===== config.mk =====
export PLATFORM = sky130hd
export DESIGN_NAME = ahb_apb_bridge_nslv
export DESIGN_NICKNAME = d
export VERILOG_FILES = /design/src/rtl/ahb_apb_bridge_nslv.sv
export SDC_FILE = /design/constraint.sdc
export NUM_CORES = 1
export LEC_CHECK = 0
export CAP_MARGIN = 5
export CORE_MARGIN = 3
export CORE_UTILIZATION = 30
export DETAILED_ROUTE_END_ITERATION = 6
export PLACE_DENSITY_LB_ADDON = 0.1
export SLEW_MARGIN = 5
export SYNTH_ARGS = -nofsm -noshare
export SYNTH_HDL_FRONTEND = slang
export SYNTH_SLANG_ARGS = --single-unit

===== constraint.sdc =====
create_clock -name HCLK -period 2.17 [get_ports HCLK]
set_input_delay 0.3255 -clock HCLK [delete_from_list [all_inputs] [get_ports HCLK]]
set_output_delay 0.3255 -clock HCLK [all_outputs]
set_load 0.005 [all_outputs]

===== src/rtl/ahb_apb_bridge_nslv.sv =====
// ahb_apb_bridge_nslv: AHB-Lite slave port bridged onto NUM_SLV APB slaves with one-hot PSEL.
// Define AHB_APB_TIMEOUT_EN to abort APB accesses that stall for TIMEOUT_CYC cycles.
`default_nettype none

module ahb_apb_bridge_nslv #(
    parameter int ADDR_W        = 32,
    parameter int DATA_W        = 32,
    parameter int NUM_SLV       = 4,
    parameter int SLV_ADDR_BITS = 12,
    parameter int TIMEOUT_CYC   = 16
) (
    input  logic                      HCLK,
    input  logic                      HRESETn,
    input  logic                      HSEL,
    input  logic [ADDR_W-1:0]         HADDR,
    input  logic                      HWRITE,
    input  logic [1:0]                HTRANS,
    input  logic [DATA_W-1:0]         HWDATA,
    input  logic                      HREADYin,
    output logic [DATA_W-1:0]         HRDATA,
    output logic                      HREADY,
    output logic                      HRESP,
    output logic [ADDR_W-1:0]         PADDR,
    output logic                      PWRITE,
    output logic [NUM_SLV-1:0]        PSEL,
    output logic                      PENABLE,
    output logic [DATA_W-1:0]         PWDATA,
    input  logic [NUM_SLV*DATA_W-1:0] PRDATA,
    input  logic [NUM_SLV-1:0]        PREADY,
    input  logic [NUM_SLV-1:0]        PSLVERR
);

    localparam int IDX_W = ADDR_W - SLV_ADDR_BITS;
    // Compare width is wide enough for both the address index and any slave number up to 63.
    localparam int CMP_W = (IDX_W > 6) ? IDX_W : 6;

    typedef enum logic [2:0] {
        ST_IDLE,
        ST_SETUP,
        ST_ACCESS,
        ST_ERR1,
        ST_ERR2
    } state_t;

    state_t state;

    logic                accept;
    logic [CMP_W-1:0]    idx_cmp;
    logic [NUM_SLV-1:0]  dec_onehot;
    logic                dec_hit;
    logic                slv_ready;
    logic                slv_err;
    logic [DATA_W-1:0]   prdata_mux;
    logic                tmo_hit;
    logic                unused_ok;

    // Only IDLE accepts; an address phase seen during ERR2 is the one the master cancels.
    assign accept  = HSEL & HTRANS[1] & HREADYin & HREADY & (state == ST_IDLE);
    assign idx_cmp = CMP_W'(HADDR[ADDR_W-1:SLV_ADDR_BITS]);

    always_comb begin
        dec_onehot = '0;
        for (int i = 0; i < NUM_SLV; i++) begin
            dec_onehot[i] = (idx_cmp == CMP_W'(i));
        end
    end

    assign dec_hit = |dec_onehot;

    // PSEL is one-hot during SETUP/ACCESS, so it doubles as the mux select for the active slave.
    assign slv_ready = |(PREADY & PSEL);
    assign slv_err   = |(PSLVERR & PSEL);

    always_comb begin
        prdata_mux = '0;
        for (int i = 0; i < NUM_SLV; i++) begin
            prdata_mux = prdata_mux | (PRDATA[i*DATA_W +: DATA_W] & {DATA_W{PSEL[i]}});
        end
    end

`ifdef AHB_APB_TIMEOUT_EN
    localparam int TMO_W = $clog2(TIMEOUT_CYC + 1);

    logic [TMO_W-1:0] tmo_cnt;
    logic [TMO_W-1:0] tmo_next;

    assign tmo_next = tmo_cnt + 1'b1;
    assign tmo_hit  = (tmo_next == TMO_W'(TIMEOUT_CYC));
`else
    assign tmo_hit = 1'b0;
`endif

    assign unused_ok = ^{HTRANS[0], 32'(TIMEOUT_CYC)};

    always_ff @(posedge HCLK) begin
        if (!HRESETn) begin
            state   <= ST_IDLE;
            HREADY  <= 1'b1;
            HRESP   <= 1'b0;
            HRDATA  <= '0;
            PSEL    <= '0;
            PENABLE <= 1'b0;
            PADDR   <= '0;
            PWDATA  <= '0;
            PWRITE  <= 1'b0;
`ifdef AHB_APB_TIMEOUT_EN
            tmo_cnt <= '0;
`endif
        end else begin
            case (state)
                ST_IDLE: begin
                    HRESP  <= 1'b0;
                    HREADY <= 1'b1;
                    if (accept) begin
                        HREADY <= 1'b0;
                        if (dec_hit) begin
                            PADDR  <= HADDR;
                            PWRITE <= HWRITE;
                            PSEL   <= dec_onehot;
                            state  <= ST_SETUP;
                        end else begin
                            HRESP <= 1'b1;
                            state <= ST_ERR1;
                        end
                    end
                end

                // HWDATA belongs to the data phase, which is the SETUP cycle.
                ST_SETUP: begin
                    PENABLE <= 1'b1;
                    PWDATA  <= HWDATA;
`ifdef AHB_APB_TIMEOUT_EN
                    tmo_cnt <= '0;
`endif
                    state   <= ST_ACCESS;
                end

                ST_ACCESS: begin
                    if (slv_ready) begin
                        PSEL    <= '0;
                        PENABLE <= 1'b0;
                        if (slv_err) begin
                            HRESP <= 1'b1;
                            state <= ST_ERR1;
                        end else begin
                            HREADY <= 1'b1;
                            if (!PWRITE) begin
                                HRDATA <= prdata_mux;
                            end
                            state <= ST_IDLE;
                        end
                    end else if (tmo_hit) begin
                        PSEL    <= '0;
                        PENABLE <= 1'b0;
                        HRESP   <= 1'b1;
                        state   <= ST_ERR1;
                    end
`ifdef AHB_APB_TIMEOUT_EN
                    if (!slv_ready) begin
                        tmo_cnt <= tmo_next;
                    end
`endif
                end

                // Two-cycle ERROR: HREADY low with HRESP, then HREADY high with HRESP.
                ST_ERR1: begin
                    HRESP  <= 1'b1;
                    HREADY <= 1'b1;
                    state  <= ST_ERR2;
                end

                ST_ERR2: begin
                    HRESP  <= 1'b0;
                    HREADY <= 1'b1;
                    state  <= ST_IDLE;
                end

                default: begin
                    PSEL    <= '0;
                    PENABLE <= 1'b0;
                    HRESP   <= 1'b0;
                    HREADY  <= 1'b1;
                    state   <= ST_IDLE;
                end
            endcase
        end
    end

endmodule

`default_nettype wire

==> results of run 1 <==
layout make-up:
| class | instances | share of cell area, % |
|---|---|---|
| Clock inverter | 6 | 1.40 |
| Inverter | 1 | 0.0471 |
| Sequential cell | 107 | 26.9 |
| Timing Repair Buffer | 329 | 41.2 |
| Clock buffer | 10 | 3.00 |
| Tap cell | 180 | 2.83 |
| Multi-Input combinational cell | 345 | 24.6 |
metrics by stage:
step	hold slack, ps	instance area (µm²)	power (mW)	utilization [%]	cells
floorplan	453	4300	2.13	-	501
global placement	442	7610	2.57	54.6	962
detailed placement	446	7610	2.58	54.6	962
CTS	455	7960	4.49	57.1	978
global route	467	7960	4.61	57.1	978
finish	453	7960	4.44	57.1	978
worst max-delay path, cell delays in order (launching register included):
cell and delay (ps):
sky130_fd_sc_hd__dfxtp_1 390, sky130_fd_sc_hd__buf_4 320, sky130_fd_sc_hd__clkdlybuf4s50_1 560
cells in the final DEF (no fill, tap or decap), types with 2 or more instances in the layout:
| cell type | instances |
|---|---|
| sky130_fd_sc_hd__clkdlybuf4s50_1 | 309 |
| sky130_fd_sc_hd__dfxtp_1 | 107 |
| sky130_fd_sc_hd__nand2_1 | 87 |
| sky130_fd_sc_hd__a22oi_1 | 68 |
| sky130_fd_sc_hd__nor2_1 | 41 |
| sky130_fd_sc_hd__a21oi_1 | 34 |
| sky130_fd_sc_hd__a311oi_1 | 32 |
| sky130_fd_sc_hd__and3_1 | 20 |
| sky130_fd_sc_hd__o21ai_0 | 17 |
| sky130_fd_sc_hd__buf_4 | 17 |
| sky130_fd_sc_hd__nand3_1 | 16 |
| sky130_fd_sc_hd__clkbuf_16 | 9 |
| sky130_fd_sc_hd__nor4_1 | 6 |
| sky130_fd_sc_hd__nand2b_1 | 4 |
| sky130_fd_sc_hd__bufinv_16 | 3 |
| sky130_fd_sc_hd__buf_12 | 3 |
| sky130_fd_sc_hd__a32o_1 | 2 |
| sky130_fd_sc_hd__a22o_1 | 2 |
| sky130_fd_sc_hd__nor3_1 | 2 |
kinds of logic after synthesis:
group	share of synthesized area [%]
flops	49.8
buf+inv	4.74
compound gates	26.7
simple gates	18.8
metal layers:
| layer | vias to the layer above | share of wire [%] |
|---|---|---|
| li1 | 2417 | - |
| met1 | 2262 | 40 |
| met2 | 240 | 48 |
| met3 | 33 | 8.6 |
| met4 | 0 | 3.1 |
| met5 | - | 0 |
registers in the layout, summed over array words and instances, names as in the netlist:
signal / count
PADDR: 32
HRESP: 1
PWDATA: 32
PENABLE: 1
PSEL: 4
state: 3
HRDATA: 32
PWRITE: 1
HREADY: 1
path summary, 6_finish.rpt:
path	to	slack, ps	cells past startpoint
max	PSEL[0]	230	2
min reg2reg	PWDATA[6]$_SDFFE_PN0P_	450	2
min	PWDATA[6]$_SDFFE_PN0P_	450	2
max reg2reg	HRDATA[6]$_SDFFE_PN0P_	310	6
power groups by stage:
stage	Combinational, mW	Sequential, mW	Clock, mW
floorplan	0.0916	2.04	0
global placement	0.526	2.04	0
detailed placement	0.535	2.04	0
CTS	0.540	2.00	1.96
global route	0.574	2.00	2.03
finish	0.536	2.00	1.90
==> results.md, run 1 <==
* Result of the run: finished, final reports clean
* Proportion of netlist area held by the largest area contributor at 49.8%
* Count of flip-flops with a built-in enable after synthesis at 0
* Class of the worst hold path: flop to flop
* Busiest metal layer after global routing: met2
* Global-route met2 utilization at 35.7%
* Number of optimization iterations in the first detailed-route pass at 5
* Final-report hold violation count at 0
* Share of async-settable or async-resettable flops after synthesis at 0%
* WL final at 17.3 mm
* Count of warnings emitted by yosys at 0
* Area taken by multi-input logic gates at 1960 µm²
* Wire per inst at 17.7 µm
* CTS tree: yes
* Max_cap viols at 0
* Category of the critical setup timing path: flop to primary output
* Dominant register cell in the synthesized netlist: sky130_fd_sc_hd__dfxtp_1
* Most frequent cells after synthesis: sky130_fd_sc_hd__dfxtp_1, sky130_fd_sc_hd__nand2_1, sky130_fd_sc_hd__a22oi_1
* Minimum clock period at 1940 ps
* Max FO, Critical Path at 24
* Final HPWL from detailed placement at 13.0 mm
* Count of inserted antenna diode cells at 0
* Launching instance or port of the critical path: PSEL[0]$_SDFFE_PN0P_
* Start of the worst register-to-register path: PSEL[2]$_SDFFE_PN0P_
* Worst path setup slack after routing at 227 ps
* Number of core rows at 43
* Worst endpoint data arrival time at 1620 ps
* Total global routing track utilization at 21.0%
* F_max at 515 MHz
* Cts hold-fix bufs at 0
* Global-route met1 utilization at 25.3%
* Vias per std cell at 5.06
* Relative contribution of the clock network to total power at 42.9%
* Unique masters post-synth at 32
* Area of all sequential standard cells at 2140 µm²
* Cell area after technology mapping at 4300 µm²
* Largest net degree at the start of global routing at 65
* Average size of a mapped cell at 8.59 µm²
* Maximum level of the CTS H-tree at 3
* Post-cts sizing count at 0
* Inserted Clock Buffers at 9
* Chip width at 126 µm
* Sw Pwr at 0.904 mW
* Cell at the root of the clock tree: sky130_fd_sc_hd__clkbuf_16
* Slew of the pin with the lowest slew margin at 390 ps
* Number of nets in the layout at 1,000
* Antenna violations before repair at 0
* Setup Total Neg Slack at 0 ps
* Worst VDD drop at 0.000357 V
* Cell with the most instances after synthesis: sky130_fd_sc_hd__dfxtp_1
* CP required at 1840 ps
* Cell taking the most area after synthesis: sky130_fd_sc_hd__dfxtp_1
* Last weighted congestion value of the routability-driven placer at 0.879
* Die height at 126 µm
* Startpoint Class: flop
* Share of total power consumed by net switching at 20.4%
* Number of storage elements in the synthesis netlist at 107
* Unrepaired setup endpoints after global routing: no
* Final setup violation count at 0
* Most area-consuming cells after synthesis: sky130_fd_sc_hd__dfxtp_1, sky130_fd_sc_hd__a22oi_1, sky130_fd_sc_hd__nand2_1
* Power density over the cells at 557 nW/µm²
* Clock Skews at 9.85 ps
* Vias at 4,952
* Met3 usage in global routing at 5.68%
* Pleak at 2.72 nW
* Post-CTS Setup Repair Bufs at 0
* Post-synthesis cell count at 501
* Start point of the worst hold path: PWDATA[6]$_SDFFE_PN0P_
* Share of cells above drive strength 1 at 5.14%
* Fill cell count at 1,224
* Setup slack at placement at -3.41 ps
* # clock sinks at 107
* Final cycle utilization of the critical path at 89.5%
* Effective utilization at floorplan at 30.9%
* Remaining number of nets flagged by the antenna check after routing at 0
* Remaining Overflow, GRT at 0
* Clk_lat worst skew at 350 ps
* Die area at 15,800 µm²
* DRC violations left at 0
* Core Area at 13,900 µm²
* I/O pin cnt at 311
* Via count of the first global-routing pass at 4,944
* Input/output buffers at 309
* P_int at 3.53 mW
* Sequential share of power at 45.0%
* Initial DRC count at 332
* First-pass GRT wire length at 26.8 mm
* Syn_nets at 708
* Kind of capture point of the worst setup path: primary output
* Sequential area share after synthesis at 49.8%
* Comb pwr share at 12.1%
* Area grow syn2layout at 85.0%
* Clock transition at the registers of the reported paths at 70 ps
* Slew headroom at 73.8%
* Total count of max-transition violations in the final report at 0
* CTS max path bufs at 2
Note: power is estimated with default switching activity, not from simulation.
==> run 2: changes to the inputs <==
- GPL_TIMING_DRIVEN: default -> 0
==> run 2 against run 1 <==
Against the previous run: core utilization rose by 0.072 points; via count rose by 4.0%; power down 2.9%; clock skew is 0.99 ps lower; critical path type is now primary input to flop; first-iteration DRC count unchanged; largest cell class unchanged; non-clock buffer count is 29 higher; cell count increased by 3.0%; critical endpoint is now PADDR[10]$_SDFFE_PN0P_.
==> results.md, run 2 (synthesis results as in run 1) <==
* Result of the run: finished, final reports clean
* Input/output buffers at 308 (-0.32%)
* Cell at the root of the clock tree: sky130_fd_sc_hd__clkbuf_16
* Sequential share of power at 46.4% (+1.4 points)
* Antenna violations before repair at 0 (unchanged)
* Worst VDD drop at 0.000377 V (+5.6%)
* Number of buffer and inverter instances along the worst setup path at 3 (+1)
* Comb pwr share at 12.5% (+0.4 points)
* Remaining Overflow, GRT at 0 (unchanged)
* Largest net degree at the start of global routing at 18 (-72%)
* Final cycle utilization of the critical path at 90.9% (+1.4 points)
* Start point of the worst hold path: PWDATA[27]$_SDFFE_PN0P_
* Critical path cell sequence: clkdlybuf4s50_1 > nor4_1 > and4_1 > nand3_1 > clkbuf_1 > clkbuf_2 > nand3_1 > o21ai_0
* Total count of max-transition violations in the final report at 0 (unchanged)
* Placed standard-cell area at 7610 µm² (unchanged)
* Startpoint Class: primary input
* First-pass GRT wire length at 28.6 mm (+6.4%)
* Launching instance or port of the critical path: HADDR[14]
* Cell repeated most along the worst path: sky130_fd_sc_hd__nand3_1
* I/O pin cnt at 311 (unchanged)
* Unrepaired setup endpoints after global routing: no
* Remaining number of nets flagged by the antenna check after routing at 0 (unchanged)
* Setup slack at placement at -444 ps (-441 ps)
* Vias at 5,151 (+4.0%)
* Vias per std cell at 5.12 (+1.0%)
* Clk_lat worst skew at 350 ps (about the same)
* Number of core rows at 43 (unchanged)
* Share of total power consumed by net switching at 21.3% (+0.95 points)
* Wire per inst at 18.7 µm (+5.4%)
* Chip width at 126 µm (unchanged)
* Maximum level of the CTS H-tree at 3 (unchanged)
* CP required at 2400 ps (+560 ps)
* WL final at 18.8 mm (+8.5%)
* Power density over the cells at 540 nW/µm² (-3.0%)
* Core Area at 13,900 µm² (unchanged)
* DRC violations left at 0 (unchanged)
* Slew headroom at 55.3% (-18 points)
* Number of nets in the layout at 1,029 (+2.9%)
* Count of inserted antenna diode cells at 0 (unchanged)
* Crit-path leading delay family: simple AND/OR/NAND/NOR gates
* CTS tree: yes
* Inserted Clock Buffers at 9 (unchanged)
* Fill cell count at 1,264 (+3.3%)
* Max FO, Critical Path at 10 (-58%)
* Commonest cells after routing, fill and taps aside: sky130_fd_sc_hd__clkdlybuf4s50_1, sky130_fd_sc_hd__dfxtp_1, sky130_fd_sc_hd__nand2_1, sky130_fd_sc_hd__a22oi_1, sky130_fd_sc_hd__nor2_1
* Die height at 126 µm (unchanged)
* Final std cell area, no fill at 7970 µm² (+0.13%)
* F_max at 507 MHz (-1.5%)
* Clock Skews at 8.86 ps (-0.991 ps)
* P_int at 3.39 mW (-4.1%)
* Area taken by multi-input logic gates at 1980 µm² (+0.96%)
* Minimum clock period at 1970 ps (+30.1 ps)
* Start of the worst register-to-register path: PSEL[2]$_SDFFE_PN0P_
* Register-to-register setup slack at 250 ps (-60 ps)
* Slowest library cell on the worst path: sky130_fd_sc_hd__clkdlybuf4s50_1
* Slew of the pin with the lowest slew margin at 670 ps (+281 ps)
* Most frequent standard cell in the layout excluding fill and tap cells: sky130_fd_sc_hd__clkdlybuf4s50_1
* Max_cap viols at 0 (unchanged)
* Registers with the most flip-flops: HRDATA x32, PADDR x32, PWDATA x32
* Area of all sequential standard cells at 2140 µm² (unchanged)
* Last weighted congestion value of the routability-driven placer at 0.904 (+2.8%)
* Worst endpoint data arrival time at 2200 ps (+580 ps)
* Stage delay of the slowest cell on the critical path at 400 ps (-160 ps)
* Cts hold-fix bufs at 0 (unchanged)
* Category of the critical setup timing path: primary input to flop
* Final setup violation count at 0 (unchanged)
* Relative contribution of the clock network to total power at 41.1% (-1.8 points)
* Final HPWL from detailed placement at 14.5 mm (+12%)
* Die area at 15,800 µm² (unchanged)
* Effective utilization at floorplan at 30.9% (unchanged)
* Clock transition at the registers of the reported paths at 70 ps (about the same)
* Initial DRC count at 332 (unchanged)
* Kind of capture point of the worst setup path: flop
* # clock sinks at 107 (unchanged)
* Final-report hold violation count at 0 (unchanged)
* Share of cells above drive strength 1 at 4.11% (-1.0 points)
* Area grow syn2layout at 85.2%
* Sw Pwr at 0.919 mW (+1.6%)
* CTS max path bufs at 2 (unchanged)
* Class of the worst hold path: flop to flop
* Pleak at 2.70 nW (-0.51%)
* Number of optimization iterations in the first detailed-route pass at 5 (unchanged)
* Worst path setup slack after routing at 197 ps (-30.1 ps)
* Total global routing track utilization at 22.6% (+1.6 points)
* Via count of the first global-routing pass at 5,161 (+4.4%)
==> run 2: changes by cell type in the layout (fill, tap and decap cells not counted), sizes merged <==
cell           before  now
buf                20   14
bufinv              3    2
inv                 2    3
clkbuf             10   47
clkdlybuf4s50     309  308
clkinv              1    0
==> run 2: worst paths after layout <==
path / endpoint / depth (start not counted)
hold / removal: PWDATA[27]$_SDFFE_PN0P_ / 2
setup reg to reg: HRDATA[17]$_SDFFE_PN0P_ / 8
setup / recovery: PADDR[10]$_SDFFE_PN0P_ / 8
hold reg to reg: PWDATA[27]$_SDFFE_PN0P_ / 2
==> run 2: tightest hold or removal path: stages (launching register included) <==
cell and delay, ps:
sky130_fd_sc_hd__dfxtp_1 310, sky130_fd_sc_hd__nand2_1 50, sky130_fd_sc_hd__a21oi_1 50
==> run 2: through the flow <==
step,utilization (%),power (mW),TNS (ps),hold slack (ps),instances
after detailed placement,54.6,2.58,-20280,447,989
after CTS,57.1,4.35,0,457,1007
after global placement,54.6,2.57,-14590,442,989
after floorplan,-,2.13,0,453,501
after global routing,57.2,4.47,0,480,1007
final,57.2,4.31,0,456,1007
==> run 2: final cells by class <==
cell class / instances / area share [%]
inverter: 1 / 0.0471
tap: 180 / 2.82
buffer: 47 / 2.50
timing repair buffer: 311 / 39.0
multi-input combinational: 345 / 24.8
clock inverter: 5 / 1.07
sequential: 107 / 26.9
clock buffer: 11 / 2.92
==> run 2: timing repair <==
action | in CTS | in global routing
pin swaps | 1 | 1
gates resized for setup | 1 | 5
setup buffers | 2 | 1
setup endpoints to repair | 45 | 24
==> run 2: routing by layer <==
layer / GRT usage (%) / up-vias / share of wire [%]
met1: 27.2 / 2412 / 41
li1: - / 2480 / -
met3: 6.96 / 22 / 8.4
met4: 6.56 / 0 / 1.8
met5: 0 / - / 0
met2: 38.9 / 237 / 49
==> run 2: power groups by stage <==
stage / Combinational, mW / Sequential (mW) / Clock (mW)
6_report: 0.539 / 2.00 / 1.77
5_1_grt: 0.576 / 2.00 / 1.89
4_1_cts: 0.544 / 1.99 / 1.82
3_5_place_dp: 0.538 / 2.04 / 0
3_3_place_gp: 0.532 / 2.04 / 0
2_1_floorplan: 0.0916 / 2.04 / 0
==> run 3: changes to the inputs <==
- CAP_MARGIN: 5 -> default
==> results of run 3 <==
The final DEF is identical to that of run 2; final timing and power are the same.
